===== src/rtl/freq_div_pkg.sv =====
// Shared types and helpers for the programmable clock divider.
package freq_div_pkg;

  localparam int RATIO_W = 10;

  typedef enum logic [1:0] {IDLE, PEND, ACKD} upd_state_t;

  // Length of the high phase: ceil(n/2), one bit wider so n=1023 cannot overflow.
  function automatic logic [RATIO_W:0] half_up(input logic [RATIO_W-1:0] n);
    return ({1'b0, n} + 11'd1) >> 1;
  endfunction

endpackage


===== src/rtl/sync_2ff.sv =====
// Single-bit multi-flop synchroniser for quasi-static or asynchronous control inputs.
module sync_2ff #(
  parameter int DEPTH = 2
) (
  input  logic clk,
  input  logic rst,
  input  logic d,
  output logic q
);

  logic [DEPTH-1:0] sync_q;
  logic [DEPTH-1:0] sync_d;

  always_comb begin
    sync_d = {sync_q[DEPTH-2:0], d};
  end

  always_ff @(posedge clk) begin
    if (rst) begin
      sync_q <= '0;
    end else begin
      sync_q <= sync_d;
    end
  end

  assign q = sync_q[DEPTH-1];

endmodule


===== src/rtl/freq_div_by_n_10b.sv =====
// Programmable integer clock divider with a req/ack ratio update that is
// applied only on an output-period boundary, plus a clkin bypass.
module freq_div_by_n_10b
  import freq_div_pkg::*;
#(
  parameter logic [RATIO_W-1:0] DEFAULT_RATIO = 10'd2,
  parameter int                 SYNC_STAGES   = 2
) (
  input  logic               clkin,
  input  logic               rstb,
  input  logic               bypass,
  input  logic [RATIO_W-1:0] ratio,
  input  logic               ratio_upd_req,
  output logic               ratio_upd_ack,
  output logic               clkout
);

  logic req_s;
  logic bypass_s;

  logic [RATIO_W-1:0] active_ratio_q, active_ratio_d;
  logic [RATIO_W-1:0] pend_ratio_q,   pend_ratio_d;
  logic [RATIO_W-1:0] cnt_q,          cnt_d;
  logic               div_clk_q,      div_clk_d;
  logic               ack_q,          ack_d;
  upd_state_t         state_q,        state_d;

  logic               div_by_one;
  logic               at_boundary;
  logic [RATIO_W:0]   high_len;

  sync_2ff #(.DEPTH(SYNC_STAGES)) u_req_sync (
    .clk (clkin),
    .rst (rstb),
    .d   (ratio_upd_req),
    .q   (req_s)
  );

  sync_2ff #(.DEPTH(SYNC_STAGES)) u_bypass_sync (
    .clk (clkin),
    .rst (rstb),
    .d   (bypass),
    .q   (bypass_s)
  );

  always_comb begin
    div_by_one  = (active_ratio_q <= 10'd1);
    high_len    = half_up(active_ratio_q);
    at_boundary = div_by_one || (cnt_q == (active_ratio_q - 10'd1));
  end

  // div_clk is held high in divide-by-1 so leaving that mode never produces a runt.
  always_comb begin
    cnt_d     = at_boundary ? '0 : (cnt_q + 10'd1);
    div_clk_d = div_by_one ? 1'b1 : ({1'b0, cnt_q} < high_len);
  end

  always_comb begin
    state_d        = state_q;
    pend_ratio_d   = pend_ratio_q;
    active_ratio_d = active_ratio_q;
    ack_d          = ack_q;
    case (state_q)
      IDLE: begin
        if (req_s) begin
          pend_ratio_d = ratio;
          state_d      = PEND;
        end
      end
      PEND: begin
        if (at_boundary) begin
          active_ratio_d = pend_ratio_q;
          ack_d          = 1'b1;
          state_d        = ACKD;
        end
      end
      ACKD: begin
        if (!req_s) begin
          ack_d   = 1'b0;
          state_d = IDLE;
        end
      end
      default: begin
        ack_d   = 1'b0;
        state_d = IDLE;
      end
    endcase
  end

  always_ff @(posedge clkin) begin
    if (rstb) begin
      active_ratio_q <= DEFAULT_RATIO;
      pend_ratio_q   <= DEFAULT_RATIO;
      cnt_q          <= '0;
      div_clk_q      <= 1'b0;
      ack_q          <= 1'b0;
      state_q        <= IDLE;
    end else begin
      active_ratio_q <= active_ratio_d;
      pend_ratio_q   <= pend_ratio_d;
      cnt_q          <= cnt_d;
      div_clk_q      <= div_clk_d;
      ack_q          <= ack_d;
      state_q        <= state_d;
    end
  end

  assign ratio_upd_ack = ack_q;
  assign clkout        = (bypass_s || div_by_one) ? clkin : div_clk_q;

endmodule


===== config.mk =====
export PLATFORM = sky130hd
export DESIGN_NAME = freq_div_by_n_10b
export DESIGN_NICKNAME = d
export VERILOG_FILES = /design/src/rtl/freq_div_pkg.sv /design/src/rtl/sync_2ff.sv /design/src/rtl/freq_div_by_n_10b.sv
export SDC_FILE = /design/constraint.sdc
export NUM_CORES = 1
export LEC_CHECK = 0
export CAP_MARGIN = 5
export CORE_ASPECT_RATIO = 1.4
export CORE_MARGIN = 3
export CORE_UTILIZATION = 45
export CTS_CLUSTER_SIZE = 30
export DETAILED_ROUTE_END_ITERATION = 16
export GPL_ROUTABILITY_DRIVEN = 0
export HOLD_SLACK_MARGIN = 0.12
export PLACE_DENSITY_LB_ADDON = 0.15
export SYNTH_ARGS = -nofsm -noshare
export SYNTH_HDL_FRONTEND = slang
export SYNTH_SLANG_ARGS = --single-unit

===== constraint.sdc =====
create_clock -name clkin -period 2.69 [get_ports clkin]
set_clock_uncertainty 0.05 [all_clocks]
set_input_delay 0.269 -clock clkin [delete_from_list [all_inputs] [get_ports clkin]]
set_output_delay 0.269 -clock clkin [all_outputs]
set_load 0.02 [all_outputs]

==> results of run 1 <==
==> worst min-delay path by stage <==
stage                               from                   end
floorplan                       ratio[1]       pend_ratio_q[1]
global placement    u_req_sync.sync_q[0]  u_req_sync.sync_q[1]
detailed placement  u_req_sync.sync_q[0]  u_req_sync.sync_q[1]
CTS                        ratio_upd_req  u_req_sync.sync_q[0]
global route               ratio_upd_req  u_req_sync.sync_q[0]
finish                     ratio_upd_req  u_req_sync.sync_q[0]
==> placed cells by master, fill, tap and decap left out, drive strengths merged, types with 6 or more instances in the layout <==
| cell type | Yosys | layout |
|---|---|---|
| a21oi | 6 | 6 |
| buf | 2 | 13 |
| clkbuf | 12 | 9 |
| clkdlybuf4s50 | 0 | 14 |
| dfxtp | 38 | 38 |
| ha | 13 | 13 |
| inv | 7 | 8 |
| mux2i | 20 | 20 |
| nand2 | 6 | 6 |
| nand2b | 19 | 19 |
| nand3 | 11 | 11 |
| nor2 | 31 | 31 |
| nor2b | 7 | 7 |
| xnor2 | 18 | 18 |
| xor2 | 12 | 12 |
==> flip-flops by register name, summed over array words and instances (netlist names) <==
signal                count
active_ratio_q           10
div_clk_q                 1
cnt_q                    10
u_bypass_sync.sync_q      2
pend_ratio_q             10
u_req_sync.sync_q         2
ratio_upd_ack             1
state_q                   2
==> power by group through the flow <==
| stage | logic (mW) | clock network (mW) | registers, mW |
|---|---|---|---|
| 6_report | 0.147 | 0.558 | 0.600 |
| 5_1_grt | 0.164 | 0.601 | 0.604 |
| 4_1_cts | 0.151 | 0.572 | 0.600 |
| 3_5_place_dp | 0.150 | 0.0219 | 0.614 |
| 3_3_place_gp | 0.147 | 0.0219 | 0.613 |
| 2_1_floorplan | 0.0922 | 0.0129 | 0.609 |
==> final cells by class <==
class	instances	area [µm²]
multi-input combinational	182	1320
fill	464	1988
inverter	7	26.28
tap	62	77.57
clock inverter	2	16.27
timing repair buffer	27	250.2
sequential	38	760.7
clock buffer	10	132.6
==> metal layers <==
metal / GRT usage / up-vias / wire [µm] / part of all wire
met5: 0 / - / 0 / 0
met3: 0.04365 / 6 / 114 / 0.027
met1: 0.2076 / 755 / 1879 / 0.44
met2: 0.2923 / 16 / 2179 / 0.51
met4: 0.08654 / 0 / 63 / 0.015
li1: - / 859 / - / -
==> what timing repair did <==
action / in CTS / in global routing
buffers inserted: 0 / 0
setup endpoints to repair: 1 / 0
resized for setup: 2 / 0
==> worst max-delay path: cells and delay by family (launching register included) <==
kind,cells,cell delay (ps)
flops,1,320
mux,1,270
buf+inv,1,310
simple gates,3,950
==> per-stage QoR <==
stage | instance area, µm² | std cells | power, mW | utilization
global route | 2584 | 328 | 1.368 | 0.5651
CTS | 2584 | 328 | 1.323 | 0.5651
finish | 2584 | 328 | 1.305 | 0.5651
floorplan | 2155 | 241 | 0.7139 | -
global placement | 2436 | 317 | 0.7822 | 0.5328
detailed placement | 2436 | 317 | 0.7852 | 0.5328
==> cells by family (layout without fill, tap and decap cells) <==
family / after synthesis / count (layout) / synth area share
fa+ha+maj: 13 / 13 / 0.07550
mux: 21 / 21 / 0.09814
simple gates: 95 / 95 / 0.2369
buf+inv: 21 / 46 / 0.04065
xor+xnor: 30 / 30 / 0.1220
flops: 38 / 38 / 0.3531
compound gates: 23 / 23 / 0.07375
==> reports/qor.tcl, run 1 <==
set qor(cp.arrival_ps) 2260
set qor(via_per_inst) 4.988
set qor(rsz0062_at_grt) {no}
set qor(critPathCaptureType) {output pin}
set qor(io_buffers) 15
set qor(grt_usage) 0.1745
set qor(yosysTopAreaCell) {sky130_fd_sc_hd__dfxtp_1}
set qor(slew_viol_final) 0
set qor(synth_seq_area_share) 0.3531
set qor(hold_violations) 0
set qor(synth_enable_flop_cells) 0
set qor(grt_antenna_before_repair) 0
set qor(static-leakage-power_nw) 0.9719
set qor(largest_stage_delay_worst_path_ps) 570
set qor(p_comb_frac) 0.113
set qor(hold_class) {input pin to register}
set qor(rr_worst_depth) 7
set qor(first_pass_iters) 4
set qor(synthesized_netlist_net_count) 268
set qor(synth-warning-count) 0
set qor(critPathCapture) {clkout}
set qor(drv.max_cap_violation_count) 0
set qor(synth-main-ff-cell) {sky130_fd_sc_hd__dfxtp_1}
set qor(cell_internal_pwr_uw) 980.9
set qor(antennaDiodeCount) 0
set qor(totalNegativeSetupSlack_ps) 0
set qor(worst_slew_margin_rel) 0.7494
set qor(critical-path-slowest-cell) {sky130_fd_sc_hd__or4_4}
set qor(drt-total-wl_um) 4238
set qor(worst_hold_slack_ps) 374.5
set qor(total_switching_power_uw) 323.8
set qor(die_boundary_height_um) 87.87
set qor(outcome) {complete, no violations}
set qor(power_density_mw_per_mm2) 505.0
set qor(clk_latency_ps) 400
set qor(crit_path_start_kind) {register}
set qor(detail_route.iter0.violations) 82
set qor(share_seq_of_total_power) 0.460
set qor(die_width_um) 64.48
set qor(start_util) 0.4713
set qor(switching_share) 0.2482
set qor(synthTopCellsByArea) {sky130_fd_sc_hd__dfxtp_1, sky130_fd_sc_hd__mux2i_1, sky130_fd_sc_hd__ha_1}
set qor(first_pass_grt_wire_length_um) 7472
set qor(fmax_mhz) 388.1
set qor(path_clk_slew_ps) 80
set qor(synth_most_common_cell) {sky130_fd_sc_hd__dfxtp_1}
set qor(synth_cell_types) 38
set qor(min_delay_path_depth) 2
set qor(grt.overflow.total) 0
set qor(crit_path_start) {active_ratio_q[5]}
set qor(finalSetupViolCount) 0
set qor(via_count) 1636
set qor(drive_gt1_frac) 0.1128
set qor(routedWlPerCell_um) 12.92
set qor(ys_async_sr_fraction) 0
set qor(worst_pin_slew_ps) 375.4
set qor(count_of_mapped_cells_out_of_synthesis) 241
set qor(final.min_clock_period_ps) 2577
set qor(worstPathMaxFanout) 4
set qor(cts_tree) {yes}
set qor(cts_hold_buffers) 0
set qor(r2r-end) {active_ratio_q[6]}
set qor(postLayoutSetupSlackWorst_ps) 113.2
set qor(final.period_utilization) 0.9579
set qor(worst_ir_drop_vdd_v) 0.0003165
set qor(setup.reg_to_reg.worst_slack_ps) 150
set qor(r2r-start) {active_ratio_q[5]}
set qor(dpl_worst_slack_ps) 192.0
set qor(drtAntennaViolNets) 0
set qor(critPathRequiredTime_ps) 2370
set qor(num_rows) 29
set qor(core_region_area_mm2) 0.004572
set qor(route.detailed.drc) 0
set qor(layout-area-overhead-vs-synth_pct) 19.92
set qor(finish.net_count) 292
set qor(critPathKind) {register to output pin}
set qor(synth.avg_cell_area_um2) 8.940
set qor(synthDominantCellAreaShare) 0.3531
set qor(synth_seq_cells) 38
set qor(synth_commonest_cells) {sky130_fd_sc_hd__dfxtp_1, sky130_fd_sc_hd__nor2_1, sky130_fd_sc_hd__mux2i_1, sky130_fd_sc_hd__nand2b_1, sky130_fd_sc_hd__xnor2_1}
set qor(clock_power_share) 0.428
set qor(crit_chain) {or4_4 -> nor4_4 -> nor2_1 -> mux2_2 -> dlygate4sd2_1}
set qor(grt_max_degree) 31
set qor(half_perimeter_wire_length_after_detailed_placement_um) 3121
set qor(netlist_area_mm2) 0.002155
set qor(ios) 16
set qor(die-area_mm2) 0.005666
set qor(via_count_of_the_first_global_routing_pass) 1567
Note: power is estimated with default switching activity, not from simulation.
==> inputs of run 2 (changes only) <==
- DONT_BUFFER_PORTS: default -> 1
==> run 2 against run 1 <==
Compared with the run above:
- clock power grew 28%
- die area is the same
- sequential share of layout area shrank 0.094 points
- power grew 12%
- setup slack gained 0.70 ps
- sequential power is essentially flat
==> reports/qor.tcl, run 2 (same netlist as run 1, synthesis figures left out) <==
set qor(outcome) {complete, no violations} ;# unchanged
set qor(setup.reg_to_reg.worst_slack_ps) 110 ;# was 150 ps
set qor(first_pass_iters) 4 ;# unchanged
set qor(route.detailed.drc) 0 ;# unchanged
set qor(die_width_um) 64.48 ;# unchanged
set qor(rsz0062_at_grt) {no} ;# unchanged
set qor(global_route.usage.met3) 0.05648 ;# was 0.04365
set qor(totalNegativeSetupSlack_ps) 0 ;# unchanged
set qor(total_power_after_layout_mw) 1.457 ;# was 1.305 mW
set qor(half_perimeter_wire_length_after_detailed_placement_um) 2944 ;# was 3121 µm
set qor(via_per_inst) 5.139 ;# was 4.988
set qor(drv.max_cap_violation_count) 0 ;# unchanged
set qor(clk_latency_ps) 400 ;# about the same
set qor(path_clk_slew_ps) 80 ;# about the same
set qor(routedWlPerCell_um) 13.56 ;# was 12.92 µm
set qor(grt_use_met1) 0.1885 ;# was 0.2076
set qor(final.min_clock_period_ps) 2576 ;# was 2577 ps
set qor(r2r-end) {active_ratio_q[3]} ;# was active_ratio_q[6]
set qor(final.period_utilization) 0.9576 ;# was 0.9579
set qor(grt_usage) 0.1689 ;# was 0.1745
set qor(io_buffers) 0 ;# was 15
set qor(min_delay_path_depth) 3 ;# was 2
set qor(globalRouteMet2Util) 0.2923 ;# unchanged
set qor(clock_power_share) 0.491 ;# was 0.428
set qor(num_rows) 29 ;# unchanged
set qor(die-area_mm2) 0.005666 ;# unchanged
set qor(layout_fillers) 444 ;# was 464
set qor(via_count_of_the_first_global_routing_pass) 1569 ;# was 1567
set qor(worst_hold_slack_ps) 146.6 ;# was 374.5 ps
set qor(die_boundary_height_um) 87.87 ;# unchanged
set qor(grt.overflow.total) 0 ;# unchanged
set qor(worst_pin_slew_ps) 1051 ;# was 375.4 ps
set qor(start_util) 0.4713 ;# unchanged
set qor(postCtsSetupBuffers) 0 ;# unchanged
set qor(detailed_place.area_mm2) 0.002263 ;# was 0.002436 mm²
set qor(worst_slew_margin_rel) 0.2972 ;# was 0.7494
set qor(layout-area-overhead-vs-synth_pct) 20.50 ;# was 19.92%
set qor(cp.arrival_ps) 2860 ;# was 2260 ps
set qor(drtAntennaViolNets) 0 ;# unchanged
set qor(largestRegisters) {active_ratio_q x10, cnt_q x10, pend_ratio_q x10} ;# unchanged
set qor(antennaDiodeCount) 0 ;# unchanged
set qor(finish.net_count) 287 ;# was 292
set qor(hold_class) {input pin to register} ;# unchanged
set qor(min_to) {cnt_q[1]} ;# was u_req_sync.sync_q[0]
set qor(critPathCaptureType) {register} ;# was output pin
set qor(grt_antenna_before_repair) 0 ;# unchanged
set qor(most_common_cell_after_layout_fill_and_taps_aside) {sky130_fd_sc_hd__dfxtp_1} ;# unchanged
set qor(rr_worst_depth) 7 ;# unchanged
set qor(worstPathMaxFanout) 11 ;# was 4
set qor(critPathRequiredTime_ps) 2970 ;# was 2370 ps
set qor(layout.cells.most_common_list) {sky130_fd_sc_hd__dfxtp_1, sky130_fd_sc_hd__nor2_1, sky130_fd_sc_hd__mux2i_1} ;# unchanged
set qor(hold_start) {rstb} ;# was ratio_upd_req
set qor(hold_violations) 0 ;# unchanged
set qor(finalSetupViolCount) 0 ;# unchanged
set qor(switching_share) 0.2229 ;# was 0.2482
set qor(drt-total-wl_um) 4381 ;# was 4238 µm
set qor(grt_max_degree) 39 ;# was 31
set qor(ios) 16 ;# unchanged
set qor(first_pass_grt_wire_length_um) 7279 ;# was 7472 µm
set qor(seq_area_um2) 762.0 ;# was 760.7 µm²
set qor(crit_path_start_kind) {register} ;# unchanged
set qor(via_count) 1660 ;# was 1636
set qor(static-leakage-power_nw) 0.9813 ;# was 0.9719 nW
set qor(total_switching_power_uw) 324.8 ;# was 323.8 µW
set qor(combined_area_of_the_multi_input_logic_cells_mm2) 0.001334 ;# was 0.001320 mm²
set qor(critPathKind) {register to register} ;# was register to output pin
set qor(fmax_mhz) 388.2 ;# was 388.1 MHz
set qor(worst_ir_drop_vdd_v) 0.0003053 ;# was 0.0003165 V
set qor(cts_tree) {yes} ;# unchanged
set qor(core_region_area_mm2) 0.004572 ;# unchanged
set qor(slew_viol_final) 0 ;# unchanged
set qor(fin_cells) 323 ;# was 328
set qor(share_seq_of_total_power) 0.412 ;# was 0.460
set qor(detail_route.iter0.violations) 52 ;# was 82
set qor(p_comb_frac) 0.097 ;# was 0.113
set qor(cell_internal_pwr_mw) 1.132 ;# was 980.9 µW
set qor(finalInstanceArea_mm2) 0.002596 ;# was 0.002584 mm²
set qor(power_density_mw_per_mm2) 561.2 ;# was 505.0 mW/mm²
set qor(drive_gt1_frac) 0.1149 ;# was 0.1128
set qor(grt.busiest_layer) {met2} ;# unchanged
set qor(r2r-start) {active_ratio_q[6]} ;# was active_ratio_q[5]
set qor(placedCellCount) 299 ;# was 317
run 2: cell count changes in the layout (fill, tap and decap cells not counted), sizes merged:
cell           change
clkinv             +1
clkbuf             -1
dlygate4sd3       +13
inv                -1
clkdlybuf4s50     -14
bufinv             +2
dlygate4sd2        -1
clkinvlp           -1
buf                -3
run 2: final cells by class:
class / count / area share
Inverter: 7 / 0.01012
Sequential cell: 38 / 0.2935
Clock inverter: 3 / 0.02651
Multi-Input combinational cell: 182 / 0.5137
Tap cell: 62 / 0.02988
Clock buffer: 8 / 0.04241
Timing Repair Buffer: 23 / 0.08386
run 2: repair_timing:
action / 4_1_cts / 5_1_grt
hold buffers: 13 / 0
endpoints found under the setup margin: 0 / 11
endpoints found under the hold margin: 28 / 0
resized for setup: 0 / 4
run 2: how the worst max path moves through the flow:
stage | from | end | slack, ps
2_1_floorplan | active_ratio_q[5] | active_ratio_q[0] | 200
3_3_place_gp | active_ratio_q[6] | active_ratio_q[0] | 210
3_5_place_dp | active_ratio_q[6] | active_ratio_q[3] | 140
4_1_cts | active_ratio_q[6] | clkout | 50
5_1_grt | active_ratio_q[6] | active_ratio_q[5] | 10
6_report | active_ratio_q[6] | active_ratio_q[3] | 110
run 2: per-stage QoR:
stage,setup WS [ps],util
2_1_floorplan,201.1,-
3_3_place_gp,212.3,0.4951
3_5_place_dp,137.1,0.4951
4_1_cts,45.98,0.5627
5_1_grt,11.17,0.5679
6_report,113.9,0.5679
run 2: power groups by stage:
stage                     registers, mW  clock network, mW  logic (mW)
after floorplan                   0.609             0.0129      0.0922
after global placement            0.613             0.0129       0.119
after detailed placement          0.614             0.0129       0.121
after CTS                         0.601              0.734       0.144
after global routing              0.604              0.761       0.156
final                             0.600              0.716       0.141
run 2: worst max-delay path: stages, from the launching register on:
cell and delay (ps):
sky130_fd_sc_hd__dfxtp_2 360, sky130_fd_sc_hd__or4_4 560, sky130_fd_sc_hd__or3_1 360, sky130_fd_sc_hd__a211o_1 270, sky130_fd_sc_hd__a22o_4 260, sky130_fd_sc_hd__nor3b_2 260, sky130_fd_sc_hd__buf_12 180, sky130_fd_sc_hd__mux2i_1 190
run 2: routing by layer:
metal / part of all wire / routed length [µm]
met4: 0.016 / 68
met5: 0 / 0
met3: 0.034 / 150
met1: 0.43 / 1890
met2: 0.52 / 2271
==> inputs of run 3 (changes only) <==
- CORE_MARGIN: 3 -> 2
==> run 3 against run 2 <==
Compared with the run above:
- critical path depth did not move
- critical endpoint is now active_ratio_q[1]
- combinational power barely moved
- die area shrank 5.3%
- register-to-register slack improved by 20 ps
- non-clock buffer count unchanged
- cell count stayed put
- first-iteration DRC count decreased by 12%
- design area fell by 0.34%
- setup slack improved by 23 ps
- highest routed layer unchanged
- largest cell class unchanged
- fmax up 0.91%
==> reports/qor.tcl, run 3 (same netlist as run 1, synthesis figures left out) <==
set qor(outcome) {complete, no violations} ;# unchanged
set qor(io_buffers) 0 ;# unchanged
set qor(clk_latency_ps) 400 ;# about the same
set qor(half_perimeter_wire_length_after_detailed_placement_um) 2908 ;# was 2944 µm
set qor(hold_violations) 0 ;# unchanged
set qor(fmax_mhz) 391.7 ;# was 388.2 MHz
set qor(worst_hold_slack_ps) 151.8 ;# was 146.6 ps
set qor(drv.max_cap_violation_count) 0 ;# unchanged
set qor(worst_pin_slew_ps) 1103 ;# was 1051 ps
set qor(detail_route.iter0.violations) 46 ;# was 52
set qor(switching_share) 0.2234 ;# was 0.2229
set qor(antennaDiodeCount) 0 ;# unchanged
set qor(drive_gt1_frac) 0.1149 ;# unchanged
set qor(most_common_cell_after_layout_fill_and_taps_aside) {sky130_fd_sc_hd__dfxtp_1} ;# unchanged
set qor(final.period_utilization) 0.9490 ;# was 0.9576
set qor(drt-total-wl_um) 4167 ;# was 4381 µm
set qor(die_boundary_height_um) 85.87 ;# was 87.87 µm
set qor(start_util) 0.4713 ;# unchanged
set qor(cp.arrival_ps) 2830 ;# was 2860 ps
set qor(num_rows) 29 ;# unchanged
set qor(first_pass_grt_wire_length_um) 7527 ;# was 7279 µm
set qor(clock_power_share) 0.492 ;# was 0.491
set qor(grt_max_degree) 39 ;# unchanged
set qor(power_density_mw_per_mm2) 563.5 ;# was 561.2 mW/mm²
set qor(finish.net_count) 287 ;# unchanged
set qor(drtAntennaViolNets) 0 ;# unchanged
set qor(cell_internal_pwr_mw) 1.132 ;# about the same
set qor(critPathRequiredTime_ps) 2970 ;# about the same
set qor(total_power_after_layout_mw) 1.458 ;# was 1.457 mW
set qor(route.detailed.drc) 0 ;# unchanged
set qor(static-leakage-power_nw) 0.9808 ;# was 0.9813 nW
set qor(slew_viol_final) 0 ;# unchanged
set qor(critPathCaptureType) {register} ;# unchanged
set qor(detailed_place.area_mm2) 0.002263 ;# unchanged
set qor(worst_ir_drop_vdd_v) 0.0003490 ;# was 0.0003053 V
set qor(worstPathMaxFanout) 11 ;# unchanged
set qor(postCtsSetupBuffers) 0 ;# unchanged
set qor(grt_usage) 0.1810 ;# was 0.1689
set qor(finalSetupViolCount) 0 ;# unchanged
set qor(ios) 16 ;# unchanged
set qor(die-area_mm2) 0.005365 ;# was 0.005666 mm²
set qor(totalNegativeSetupSlack_ps) 0 ;# unchanged
set qor(critPathKind) {register to register} ;# unchanged
set qor(worst_slew_margin_rel) 0.2624 ;# was 0.2972
set qor(grt_antenna_before_repair) 0 ;# unchanged
set qor(rsz0062_at_grt) {no} ;# unchanged
set qor(layout-area-overhead-vs-synth_pct) 20.09 ;# was 20.50%
set qor(crit_path_start) {active_ratio_q[6]} ;# unchanged
set qor(r2r-start) {active_ratio_q[6]} ;# unchanged
set qor(core_region_area_mm2) 0.004572 ;# unchanged
set qor(largestRegisters) {active_ratio_q x10, cnt_q x10, pend_ratio_q x10} ;# unchanged
set qor(final.min_clock_period_ps) 2553 ;# was 2576 ps
set qor(crit_path_start_kind) {register} ;# unchanged
set qor(first_pass_iters) 8 ;# was 4
set qor(finalInstanceArea_mm2) 0.002587 ;# was 0.002596 mm²
set qor(layout.cells.most_common_list) {sky130_fd_sc_hd__dfxtp_1, sky130_fd_sc_hd__nor2_1, sky130_fd_sc_hd__mux2i_1} ;# unchanged
set qor(p_comb_frac) 0.096 ;# was 0.097
set qor(share_seq_of_total_power) 0.412 ;# about the same
set qor(hold_class) {input pin to register} ;# unchanged
set qor(grt.overflow.total) 0 ;# unchanged
set qor(die_width_um) 62.48 ;# was 64.48 µm
set qor(total_switching_power_uw) 325.8 ;# was 324.8 µW
set qor(utilization) 0.5660 ;# was 0.5679
set qor(via_per_inst) 4.969 ;# was 5.139
set qor(via_count) 1605 ;# was 1660
set qor(path_clk_slew_ps) 80 ;# about the same
set qor(via_count_of_the_first_global_routing_pass) 1618 ;# was 1569
set qor(routedWlPerCell_um) 12.90 ;# was 13.56 µm
set qor(cts_tree) {yes} ;# unchanged
set qor(hold_start) {rstb} ;# unchanged
==> run 3: cell types whose count changed in the layout (fill, tap and decap cells not counted) <==
cell / before / now
sky130_fd_sc_hd__nor4_2: 0 / 1
sky130_fd_sc_hd__nor4_4: 1 / 0
==> run 3: final cells by class <==
cell class,count,area (µm²)
Fill cell,454,1984
Multi-Input combinational cell,182,1325
Sequential cell,38,762.0
Timing Repair Buffer,23,217.7
Clock buffer,8,110.1
Tap cell,62,77.57
Clock inverter,3,68.82
Inverter,7,26.28
==> run 3: repair_timing <==
action	in CTS	in global routing
endpoints found under the setup margin	0	9
resized for setup	0	3
hold buffers	13	0
hold endpoints to repair	28	0
==> run 3: critical path: stages, from the launching register on <==
cell and delay (ps):
sky130_fd_sc_hd__dfxtp_2 360, sky130_fd_sc_hd__or4_4 550, sky130_fd_sc_hd__or3_1 360, sky130_fd_sc_hd__a211o_1 280, sky130_fd_sc_hd__a22o_4 270, sky130_fd_sc_hd__nor3b_2 250, sky130_fd_sc_hd__buf_12 180, sky130_fd_sc_hd__mux2i_1 180
==> run 3: through the flow <==
stage	std cells	setup WS, ps
floorplan	241	201.1
global placement	299	211.0
detailed placement	299	156.2
CTS	323	91.26
global route	323	5.119
finish	323	137.1
==> run 3: power by group through the flow <==
stage	clock, mW	sequential (mW)	combinational [mW]
after floorplan	0.0129	0.609	0.0922
after global placement	0.0129	0.613	0.119
after detailed placement	0.0129	0.614	0.120
after CTS	0.736	0.600	0.143
after global routing	0.762	0.603	0.160
final	0.718	0.600	0.140
==> run 3: path summary, 6_finish.rpt <==
check | depth (start not counted) | slack [ps] | endpoint
max | 7 | 140 | active_ratio_q[1]
min | 3 | 150 | cnt_q[1]
max reg2reg | 7 | 140 | active_ratio_q[1]
min reg2reg | 1 | 390 | u_bypass_sync.sync_q[1]
==> run 3: layer usage <==
layer  routed length, µm  up-vias  track usage  part of all wire
li1                    -      848            -                 -
met1                1937      729       0.2141              0.46
met2                2019       21       0.2923              0.48
met3                 125        7      0.06037             0.030
met4                  86        0      0.09293             0.021
met5                   0        -            0                 0
